--- src/rtl/output_mem_bank_router.sv ---
// Routes psum-controller reads/writes to NUM_MEM BRAM banks; an in-order tag FIFO matches read returns to banks.
// Optional macro OUTPUT_MEM_ROUTER_ERRCNT_EN adds the saturating psumctrl_err_cnt output.
module output_mem_bank_router #(
    parameter  int ADDR_WIDTH     = 32,
    parameter  int DATA_WIDTH     = 32,
    parameter  int MEM_ADDR_WIDTH = 15,
    parameter  int NUM_MEM_WIDTH  = 2,
    parameter  int TAG_DEPTH      = 4,
    localparam int NUM_MEM        = 1 << NUM_MEM_WIDTH
) (
    input  logic                          clk,
    input  logic                          rst,
    input  logic [ADDR_WIDTH-1:0]         psumctrl_wadd,
    input  logic                          psumctrl_wren,
    input  logic [ADDR_WIDTH-1:0]         psumctrl_radd,
    input  logic                          psumctrl_rden,
    output logic                          psumctrl_rrdy,
    output logic [DATA_WIDTH-1:0]         psumctrl_odat,
    output logic                          psumctrl_ovld,
`ifdef OUTPUT_MEM_ROUTER_ERRCNT_EN
    output logic [15:0]                   psumctrl_err_cnt,
`endif
    output logic                          psumctrl_err,
    input  logic                          psumctrl_err_clr,
    output logic [NUM_MEM*ADDR_WIDTH-1:0] bramctrl_addr_rd,
    output logic [NUM_MEM-1:0]            bramctrl_rden_rd,
    input  logic [NUM_MEM*DATA_WIDTH-1:0] bramctrl_odat_rd,
    input  logic [NUM_MEM-1:0]            bramctrl_oval_rd,
    output logic [NUM_MEM*ADDR_WIDTH-1:0] bramctrl_addr_wr,
    output logic [NUM_MEM-1:0]            bramctrl_wren_wr
);

    localparam int HI_LSB = MEM_ADDR_WIDTH + NUM_MEM_WIDTH;
    localparam int PTR_W  = $clog2(TAG_DEPTH);
    localparam int CNT_W  = PTR_W + 1;

    typedef logic [NUM_MEM_WIDTH-1:0] bank_t;

    logic               w_wr_in_range;
    logic               w_rd_in_range;
    bank_t              w_wr_bank;
    bank_t              w_rd_bank;
    logic               w_rd_accept;
    logic               w_push;
    logic               w_pop;
    logic               w_fifo_empty;
    bank_t              w_head;
    logic [NUM_MEM-1:0] w_head_mask;
    logic               w_wr_err;
    logic               w_rd_err;
    logic               w_ret_err;
    logic               w_any_err;

    bank_t              r_tag [TAG_DEPTH];
    logic [PTR_W-1:0]   r_wr_ptr;
    logic [PTR_W-1:0]   r_rd_ptr;
    logic [CNT_W-1:0]   r_count;
    logic [DATA_WIDTH-1:0] r_odat;
    logic               r_ovld;
    logic               r_err;

    // An address is legal only when every bit above the bank-select field is zero.
    assign w_wr_in_range = (psumctrl_wadd >> HI_LSB) == '0;
    assign w_rd_in_range = (psumctrl_radd >> HI_LSB) == '0;
    assign w_wr_bank     = psumctrl_wadd[MEM_ADDR_WIDTH +: NUM_MEM_WIDTH];
    assign w_rd_bank     = psumctrl_radd[MEM_ADDR_WIDTH +: NUM_MEM_WIDTH];

    // NOTE: every output of a combinational block gets a default first so no latch is inferred.
    always_comb begin
        bramctrl_addr_wr = '0;
        bramctrl_wren_wr = '0;
        if (w_wr_in_range) begin
            bramctrl_addr_wr[int'(w_wr_bank)*ADDR_WIDTH +: ADDR_WIDTH] =
                ADDR_WIDTH'(psumctrl_wadd[MEM_ADDR_WIDTH-1:0]);
            bramctrl_wren_wr[w_wr_bank] = psumctrl_wren;
        end
    end

    assign psumctrl_rrdy = (r_count != CNT_W'(TAG_DEPTH));
    assign w_rd_accept   = psumctrl_rden && psumctrl_rrdy;
    assign w_push        = w_rd_accept && w_rd_in_range;

    always_comb begin
        bramctrl_addr_rd = '0;
        bramctrl_rden_rd = '0;
        if (w_push) begin
            bramctrl_addr_rd[int'(w_rd_bank)*ADDR_WIDTH +: ADDR_WIDTH] =
                ADDR_WIDTH'(psumctrl_radd[MEM_ADDR_WIDTH-1:0]);
            bramctrl_rden_rd[w_rd_bank] = 1'b1;
        end
    end

    // Only the bank at the FIFO head may return data; anything else is an orphan.
    assign w_fifo_empty = (r_count == '0);
    assign w_head       = r_tag[r_rd_ptr];

    always_comb begin
        w_head_mask = '0;
        if (!w_fifo_empty) begin
            w_head_mask[w_head] = 1'b1;
        end
    end

    assign w_pop     = |(bramctrl_oval_rd & w_head_mask);
    assign w_ret_err = |(bramctrl_oval_rd & ~w_head_mask);
    assign w_wr_err  = psumctrl_wren && !w_wr_in_range;
    assign w_rd_err  = w_rd_accept && !w_rd_in_range;
    assign w_any_err = w_wr_err || w_rd_err || w_ret_err;

    // NOTE: state registers use non-blocking assignments so all flops update together at the edge.
    always_ff @(posedge clk or posedge rst) begin
        if (rst) begin
            r_wr_ptr <= '0;
            r_rd_ptr <= '0;
            r_count  <= '0;
        end else begin
            if (w_push) begin
                r_wr_ptr <= r_wr_ptr + 1'b1;
            end
            if (w_pop) begin
                r_rd_ptr <= r_rd_ptr + 1'b1;
            end
            case ({w_push, w_pop})
                2'b10:   r_count <= r_count + 1'b1;
                2'b01:   r_count <= r_count - 1'b1;
                default: r_count <= r_count;
            endcase
        end
    end

    // NOTE: tag storage is left unreset; r_count alone decides which entries are live.
    always_ff @(posedge clk) begin
        if (w_push) begin
            r_tag[r_wr_ptr] <= w_rd_bank;
        end
    end

    always_ff @(posedge clk or posedge rst) begin
        if (rst) begin
            r_odat <= '0;
            r_ovld <= 1'b0;
        end else begin
            r_ovld <= w_pop;
            if (w_pop) begin
                r_odat <= bramctrl_odat_rd[int'(w_head)*DATA_WIDTH +: DATA_WIDTH];
            end
        end
    end

    // Clear wins over a coincident error; a later error sets the flag again.
    always_ff @(posedge clk or posedge rst) begin
        if (rst) begin
            r_err <= 1'b0;
        end else if (psumctrl_err_clr) begin
            r_err <= 1'b0;
        end else if (w_any_err) begin
            r_err <= 1'b1;
        end
    end

`ifdef OUTPUT_MEM_ROUTER_ERRCNT_EN
    logic [15:0] r_err_cnt;

    always_ff @(posedge clk or posedge rst) begin
        if (rst) begin
            r_err_cnt <= '0;
        end else if (psumctrl_err_clr) begin
            r_err_cnt <= '0;
        end else if (w_any_err && (r_err_cnt != 16'hFFFF)) begin
            r_err_cnt <= r_err_cnt + 16'd1;
        end
    end

    assign psumctrl_err_cnt = r_err_cnt;
`endif

    assign psumctrl_odat = r_odat;
    assign psumctrl_ovld = r_ovld;
    assign psumctrl_err  = r_err;

endmodule

--- config.mk ---
export PLATFORM = sky130hd
export DESIGN_NAME = output_mem_bank_router
export DESIGN_NICKNAME = d
export VERILOG_FILES = /design/src/rtl/output_mem_bank_router.sv
export SDC_FILE = /design/constraint.sdc
export NUM_CORES = 1
export LEC_CHECK = 0
export CORE_AREA = 2 2 197 199
export CTS_BUF_LIST = sky130_fd_sc_hd__clkbuf_4
export CTS_CLUSTER_DIAMETER = 150
export DETAILED_ROUTE_END_ITERATION = 12
export DIE_AREA = 0 0 199 201
export SLEW_MARGIN = 20
export SYNTH_ARGS = -nofsm -noshare
export SYNTH_HDL_FRONTEND = slang
export SYNTH_SLANG_ARGS = --single-unit
--- constraint.sdc ---
create_clock -name clk -period 5.7 [get_ports clk]
set_input_delay 1.14 -clock clk [delete_from_list [all_inputs] [get_ports clk]]
set_output_delay 1.14 -clock clk [all_outputs]
set_load 0.02 [all_outputs]
==> results of run 1 <==
## cell usage after synthesis (all sizes together)
cell / count / area share (%)
o41ai: 1 / 0.17
or3b: 1 / 0.17
inv: 18 / 1.3
o31ai: 1 / 0.14
a221oi: 1 / 0.17
and2: 129 / 15
fa: 1 / 0.38
xnor2: 3 / 0.50
a31oi: 1 / 0.12
nand4: 2 / 0.24
nand3: 5 / 0.48
mux4: 34 / 15
nand2: 7 / 0.50
mux2: 33 / 9.1
ha: 15 / 3.6
a211oi: 2 / 0.29
nor2: 6 / 0.43
nor4: 12 / 1.4
o22ai: 2 / 0.50
mux2i: 3 / 0.88
nand2b: 1 / 0.26
nor3: 9 / 0.86
clkbuf: 11 / 0.79
conb: 1 / 0.072
or3: 2 / 0.24
nor4b: 2 / 0.33
o32ai: 1 / 0.17
edfxtp: 8 / 4.6
dfrtp: 41 / 20
xor2: 3 / 0.50
a41oi: 1 / 0.17
buf: 145 / 22
## kinds of logic after synthesis
family | count (synthesis) | share of synthesized area, %
AND/OR/NAND/NOR | 176 | 20.3
buffers and inverters | 174 | 23.7
multiplexers | 70 | 25.0
flip-flops | 49 | 24.2
adder cells (fa/ha/maj) | 16 | 3.96
AO/OA/AOI/OAI | 10 | 1.72
XOR/XNOR | 6 | 1.00
other | 1 | 0.0715
## layer usage
layer / vias up / part of all wire, % / track usage (%)
met2: 336 / 52 / 19.6
met4: 2 / 1.5 / 2.21
met1: 2222 / 37 / 10.5
met3: 23 / 9.2 / 2.15
met5: - / 0.060 / 0
li1: 2156 / - / -
## flip-flops by register name, summed over array words and instances, names as in the netlist
signal	flops
psumctrl_err	1
psumctrl_odat	32
psumctrl_ovld	1
r_count	3
r_rd_ptr	2
r_tag	8
r_wr_ptr	2
## final cells by class
cell class | count | area share, %
Antenna cell | 1 | 0.0276
Clock buffer | 5 | 0.414
Clock inverter | 3 | 0.318
Inverter | 18 | 0.746
Multi-Input combinational cell | 414 | 36.3
Sequential cell | 49 | 14.0
Tap cell | 518 | 7.15
Timing Repair Buffer | 375 | 41.1
## how the worst min path moves through the flow
stage                                       start                             to  slack [ns]  cells after the start
global placement    psumctrl_odat[19]$_DFFE_PP0N_  psumctrl_odat[19]$_DFFE_PP0N_        0.49                      1
floorplan                  r_count[2]$_DFFE_PP0P_         r_count[2]$_DFFE_PP0P_        0.47                      1
global route        psumctrl_odat[17]$_DFFE_PP0N_  psumctrl_odat[17]$_DFFE_PP0N_        0.54                      1
CTS                        r_count[2]$_DFFE_PP0P_         r_count[2]$_DFFE_PP0P_        0.53                      1
detailed placement  psumctrl_odat[10]$_DFFE_PP0N_  psumctrl_odat[10]$_DFFE_PP0N_        0.49                      1
finish                     r_count[2]$_DFFE_PP0P_         r_count[2]$_DFFE_PP0P_        0.52                      1
## power breakdown
| part | internal (mW) | switching, mW |
|---|---|---|
| Combinational | 0.938 | 0.809 |
| Sequential | 0.505 | 0.0895 |
| Clock | 0.0537 | 0.134 |
| Total | 1.50 | 1.03 |
## worst register-to-register path, delay by kind of cell, from the launching register on
family | cells | cell delay, ns
buf+inv | 2 | 0.98
flops | 1 | 0.49
mux | 2 | 0.79
compound gates | 1 | 0.23
simple gates | 1 | 0.22
## through the flow
stage | instance area (µm²) | utilization [%] | cells | hold WS [ns]
after floorplan | 5750 | - | 637 | 0.469
after global placement | 8990 | 23.6 | 1374 | 0.491
after detailed placement | 8990 | 23.6 | 1374 | 0.492
after CTS | 9060 | 23.8 | 1382 | 0.525
after global routing | 9060 | 23.8 | 1382 | 0.544
final | 9060 | 23.8 | 1383 | 0.521
==> results.json, run 1 <==
{
  "grt_first_pass_wirelength_um": 29200,
  "core_area_um2": 38100,
  "reg2reg_slack_ns": 2.89,
  "drv.max_cap_violation_count": 0,
  "grt_setup_unrepaired": "false",
  "grt_antenna_before_repair": 6,
  "cpPeakStageDelay_ns": 0.67,
  "cts_made_buffers": 5,
  "peakVddDrop_uv": 186,
  "drive_above_1_share_pct": 11.1,
  "critical_path.top_delay_family": "buffers and inverters",
  "finalPower_mw": 2.53,
  "final_max_slew_viols": 0,
  "ios": 500,
  "worst_clk_skew_ns": 0.0321,
  "rr_worst_depth": 6,
  "setup.worst_path.class": "input port to output pin",
  "cts_max_level": 2,
  "synthDistinctLibCells": 41,
  "number_of_synthesized_register_bits": 49,
  "leakage_nw": 3.62,
  "cts-hold-fix-buffers": 0,
  "grt_max_degree": 42,
  "antenna_left": 0,
  "worst_setup_path_endpoint": "bramctrl_addr_rd[100]",
  "critical_path_capture_point_type": "output pin",
  "place_worst_setup_slack_ns": 0.621,
  "final_worst_path_period_share_pct": 89.5,
  "synth_cell_area_um2": 5240,
  "cts.reportedPaths.clkPinSlew_ns": 0.18,
  "critical_path.cell_chain": "clkdlybuf4s50_1 -> inv_1 -> ha_1 -> or3_1 -> nor4_2 -> buf_4 -> and2_1 -> clkdlybuf4s50_1",
  "dr_total_vias": 4739,
  "synth_sequential_area_ratio_pct": 24.2,
  "placement_rows": 72,
  "worst_hold_path_type": "flip-flop to flip-flop",
  "ctsResizeCount": 0,
  "synthesis.area_per_instance_um2": 10.4,
  "finish.net_count": 1080,
  "maxClockFrequency_mhz": 196,
  "die_y_um": 201,
  "cellPowerDensity_nw_per_um2": 279,
  "die_area_um2": 40000,
  "routed_wire_length_per_instance_um": 15.6,
  "floorplan.die.width_um": 199,
  "postCtsSetupBuffers": 0,
  "worstSetupStartpointType": "input port",
  "total_negative_slack_ns": 0,
  "final.setup.worst_slack_ns": 0.599,
  "syn_inst": 502,
  "crit_path_buf_inv_count": 4,
  "port-buffer-count": 363,
  "wirelength_um": 21600,
  "area_growth_syn_to_layout_pct": 72.8,
  "tritoncts": "yes",
  "clock_insertion_delay_worst_skew_ns": 0.41,
  "globalRouteTotalUtil_pct": 9.89,
  "slew_headroom_pct": 37.1,
  "levels_on_crit_path": 8,
  "crit_path_start": "psumctrl_radd[15]",
  "multi_input_comb_area_um2": 3280,
  "vias_in_the_first_global_route": 4701,
  "crit-reg2reg-launch": "r_rd_ptr[0]$_DFFE_PP0N_",
  "critical_path.max_fanout": 15,
  "routabilityCongestion": 0.711,
  "cts_max_path_buffers": 2,
  "ys_warn_count": 0,
  "layout_common_cells": "sky130_fd_sc_hd__clkdlybuf4s50_1, sky130_fd_sc_hd__conb_1, sky130_fd_sc_hd__and2_1, sky130_fd_sc_hd__dfrtp_1, sky130_fd_sc_hd__mux4_2",
  "start_util_pct": 13.8,
  "timing.final.hold_violations": 0,
  "regArea_um2": 1270,
  "outcome": "complete, no violations",
  "worst_path_max_delay_cell": "sky130_fd_sc_hd__clkdlybuf4s50_1",
  "clockRootBuffer": "sky130_fd_sc_hd__clkbuf_4",
  "post_drt_via_cell_ratio": 3.43,
  "cts.sink_count": 49,
  "leading_cell_type_in_the_layout_fill_and_taps_excluded": "sky130_fd_sc_hd__clkdlybuf4s50_1",
  "tightest_slew_ns": 0.942,
  "grt.overflow.total": 0,
  "place_hpwl_um": 18400,
  "final_period_minus_worst_setup_slack_ns": 5.10,
  "worst_ep_required_time_ns": 4.56,
  "setup-violations-final": 0,
  "cp.arrival_ns": 3.96,
  "detail_route.first_pass.iterations": 4,
  "final.fill_count": 4091,
  "crit-reg2reg-capture": "psumctrl_odat[26]$_DFFE_PP0N_",
  "drc": 0,
  "timing.critical_path.mode_cell": "sky130_fd_sc_hd__clkdlybuf4s50_1",
  "dr.first_iter.drc_count": 121
}
Note: power is estimated with default switching activity, not from simulation.
==> run 2: changes to the inputs <==
- CORE_AREA: 2 2 197 199 -> 2 2 192 194
- DIE_AREA: 0 0 199 201 -> 0 0 194 196
==> run 2 against run 1 <==
  * Non-clock buffer count did not move
  * Hold slack better by 0.0011 ns
  * Register-to-register slack got worse by 0.12 ns
  * Final area decreased by 0.76%
  * Sequential share of layout area up 0.11 points
  * Setup slack improved by 0.023 ns
  * Critical path type unchanged
  * Highest routed layer is now met4
==> results.json, run 2 (synthesis gave the netlist of run 1 again) <==
{
  "outcome": "complete, no violations",
  "cts_max_path_buffers": 2,
  "tightest_slew_ns": 0.675,
  "post_drt_via_cell_ratio": 3.47,
  "final_max_slew_viols": 0,
  "grt_max_degree": 42,
  "final_period_minus_worst_setup_slack_ns": 5.08,
  "die_y_um": 196,
  "dpl-instance-area_um2": 8930,
  "layout_common_cells": "sky130_fd_sc_hd__clkdlybuf4s50_1, sky130_fd_sc_hd__conb_1, sky130_fd_sc_hd__and2_1, sky130_fd_sc_hd__dfrtp_1",
  "timing.final.hold_violations": 0,
  "fin_area_um2": 8990,
  "leading_cell_type_in_the_layout_fill_and_taps_excluded": "sky130_fd_sc_hd__clkdlybuf4s50_1",
  "netSwitchingPower_mw": 0.986,
  "antenna_left": 0,
  "place_hpwl_um": 16600,
  "cellPowerDensity_nw_per_um2": 276,
  "final.setup.worst_slack_ns": 0.622,
  "drc": 0,
  "p_comb_share_pct": 68.6,
  "worst_clk_skew_ns": 0.0302,
  "timing.critical_path.mode_cell": "sky130_fd_sc_hd__clkdlybuf4s50_1",
  "routed_wire_length_per_instance_um": 14.6,
  "start_util_pct": 14.5,
  "drive_above_1_share_pct": 10.9,
  "routabilityCongestion": 0.793,
  "largest_register_ff_count": 32,
  "total_negative_slack_ns": 0,
  "ctsResizeCount": 0,
  "cts.sink_count": 49,
  "clock_insertion_delay_worst_skew_ns": 0.39,
  "slew_headroom_pct": 55.0,
  "power_report.internal_total_mw": 1.50,
  "leakage_nw": 3.62,
  "antenna_cells": 0,
  "cts.reportedPaths.clkPinSlew_ns": 0.12,
  "grt_first_pass_wirelength_um": 28200,
  "dr_total_vias": 4628,
  "dr.first_iter.drc_count": 108,
  "drv.max_cap_violation_count": 0,
  "grt_setup_unrepaired": "false",
  "die_area_um2": 38000,
  "power.clock.fraction_pct": 6.9,
  "worstSetupStartpointType": "input port",
  "worst_hold_path_type": "flip-flop to flip-flop",
  "final.fill_count": 3865,
  "worst_path_max_delay_cell": "sky130_fd_sc_hd__clkdlybuf4s50_1",
  "placement_rows": 70,
  "core_area_um2": 36100,
  "area_growth_syn_to_layout_pct": 71.5,
  "worst_ep_required_time_ns": 4.56,
  "critical_path_capture_point_type": "output pin",
  "p_seq_share_pct": 24.5,
  "grt_antenna_before_repair": 0,
  "place_worst_setup_slack_ns": 0.597,
  "vias_in_the_first_global_route": 4670,
  "setup.worst_path.class": "input port to output pin",
  "finish.net_count": 1080,
  "tritoncts": "yes",
  "cts-hold-fix-buffers": 0,
  "cpPeakStageDelay_ns": 0.65,
  "peakVddDrop_uv": 272,
  "cp.arrival_ns": 3.94,
  "setup-violations-final": 0,
  "globalRouteTotalUtil_pct": 9.58,
  "clockRootBuffer": "sky130_fd_sc_hd__clkbuf_4",
  "wirelength_um": 19500,
  "critical_path.cell_chain": "clkdlybuf4s50_1 -> inv_1 -> ha_1 -> or3_1 -> nor4_2 -> buf_4 -> and2_1 -> clkdlybuf4s50_1",
  "maxClockFrequency_mhz": 197,
  "cts_made_buffers": 5,
  "rr_worst_depth": 10,
  "final_worst_path_period_share_pct": 89.1,
  "postCtsSetupBuffers": 0,
  "grt.overflow.total": 0,
  "critical_path.max_fanout": 15,
  "detail_route.first_pass.iterations": 4,
  "cts_max_level": 2,
  "floorplan.die.width_um": 194,
  "swShare_pct": 39.7,
  "ios": 500,
  "hold_path_depth": 1,
  "timing.hold.ws_ns": 0.522,
  "port-buffer-count": 363
}
## run 2: cell count changes in the layout (fill, tap and decap cells not counted), sizes merged
cell,before,now
clkinv,1,2
clkbuf,5,6
diode,1,0
inv,20,18
## run 2: layout make-up
class                   instances  area [µm²]  share of cell area (%)
clock inverters                 2        13.8                   0.153
repair buffers                375        3720                    41.4
inverters                      18        67.6                   0.752
well taps                     468         586                    6.51
flip-flops and latches         49        1270                    14.1
clock buffers                   6        45.0                   0.501
multi-input cells             414        3290                    36.6
## run 2: path summary, 6_finish.rpt
check / startpoint / to / slack (ns)
min in group asynchronous: rst / psumctrl_odat[8]$_DFFE_PP0N_ / 1.18
setup / recovery: psumctrl_radd[15] / bramctrl_addr_rd[100] / 0.62
setup reg to reg: r_rd_ptr[0]$_DFFE_PP0N_ / r_count[2]$_DFFE_PP0P_ / 2.77
hold / removal: psumctrl_odat[13]$_DFFE_PP0N_ / psumctrl_odat[13]$_DFFE_PP0N_ / 0.52
max in group asynchronous: rst / psumctrl_odat[22]$_DFFE_PP0N_ / 4.11
hold reg to reg: psumctrl_odat[13]$_DFFE_PP0N_ / psumctrl_odat[13]$_DFFE_PP0N_ / 0.52
## run 2: layer usage
| metal | up-vias | global-route usage [%] | share of wire [%] |
|---|---|---|---|
| met2 | 293 | 18.3 | 53 |
| met4 | 0 | 2.10 | 0.76 |
| met3 | 7 | 2.44 | 8.3 |
| met5 | - | 0 | 0 |
| li1 | 2159 | - | - |
| met1 | 2169 | 10.6 | 38 |
## run 2: stage by stage
stage                     utilization, %  cells  power [mW]
final                               24.9   1332        2.48
after global placement              24.8   1324        2.33
after floorplan                        -    637        1.88
after CTS                           24.9   1332        2.53
after detailed placement            24.8   1324        2.34
after global routing                24.9   1332        2.64
## run 2: power groups by stage
stage               Combinational, mW  Clock (mW)  Sequential, mW
CTS                              1.73       0.190           0.613
global placement                 1.71           0           0.620
finish                           1.70       0.172           0.608
global route                     1.81       0.198           0.627
floorplan                        1.14           0           0.738
detailed placement               1.71           0           0.623
## run 2: critical path: cells and delay by family
kind          cells  cell delay, ns
fa+ha+maj         1            0.36
buf+inv           4            1.70
simple gates      3            0.73
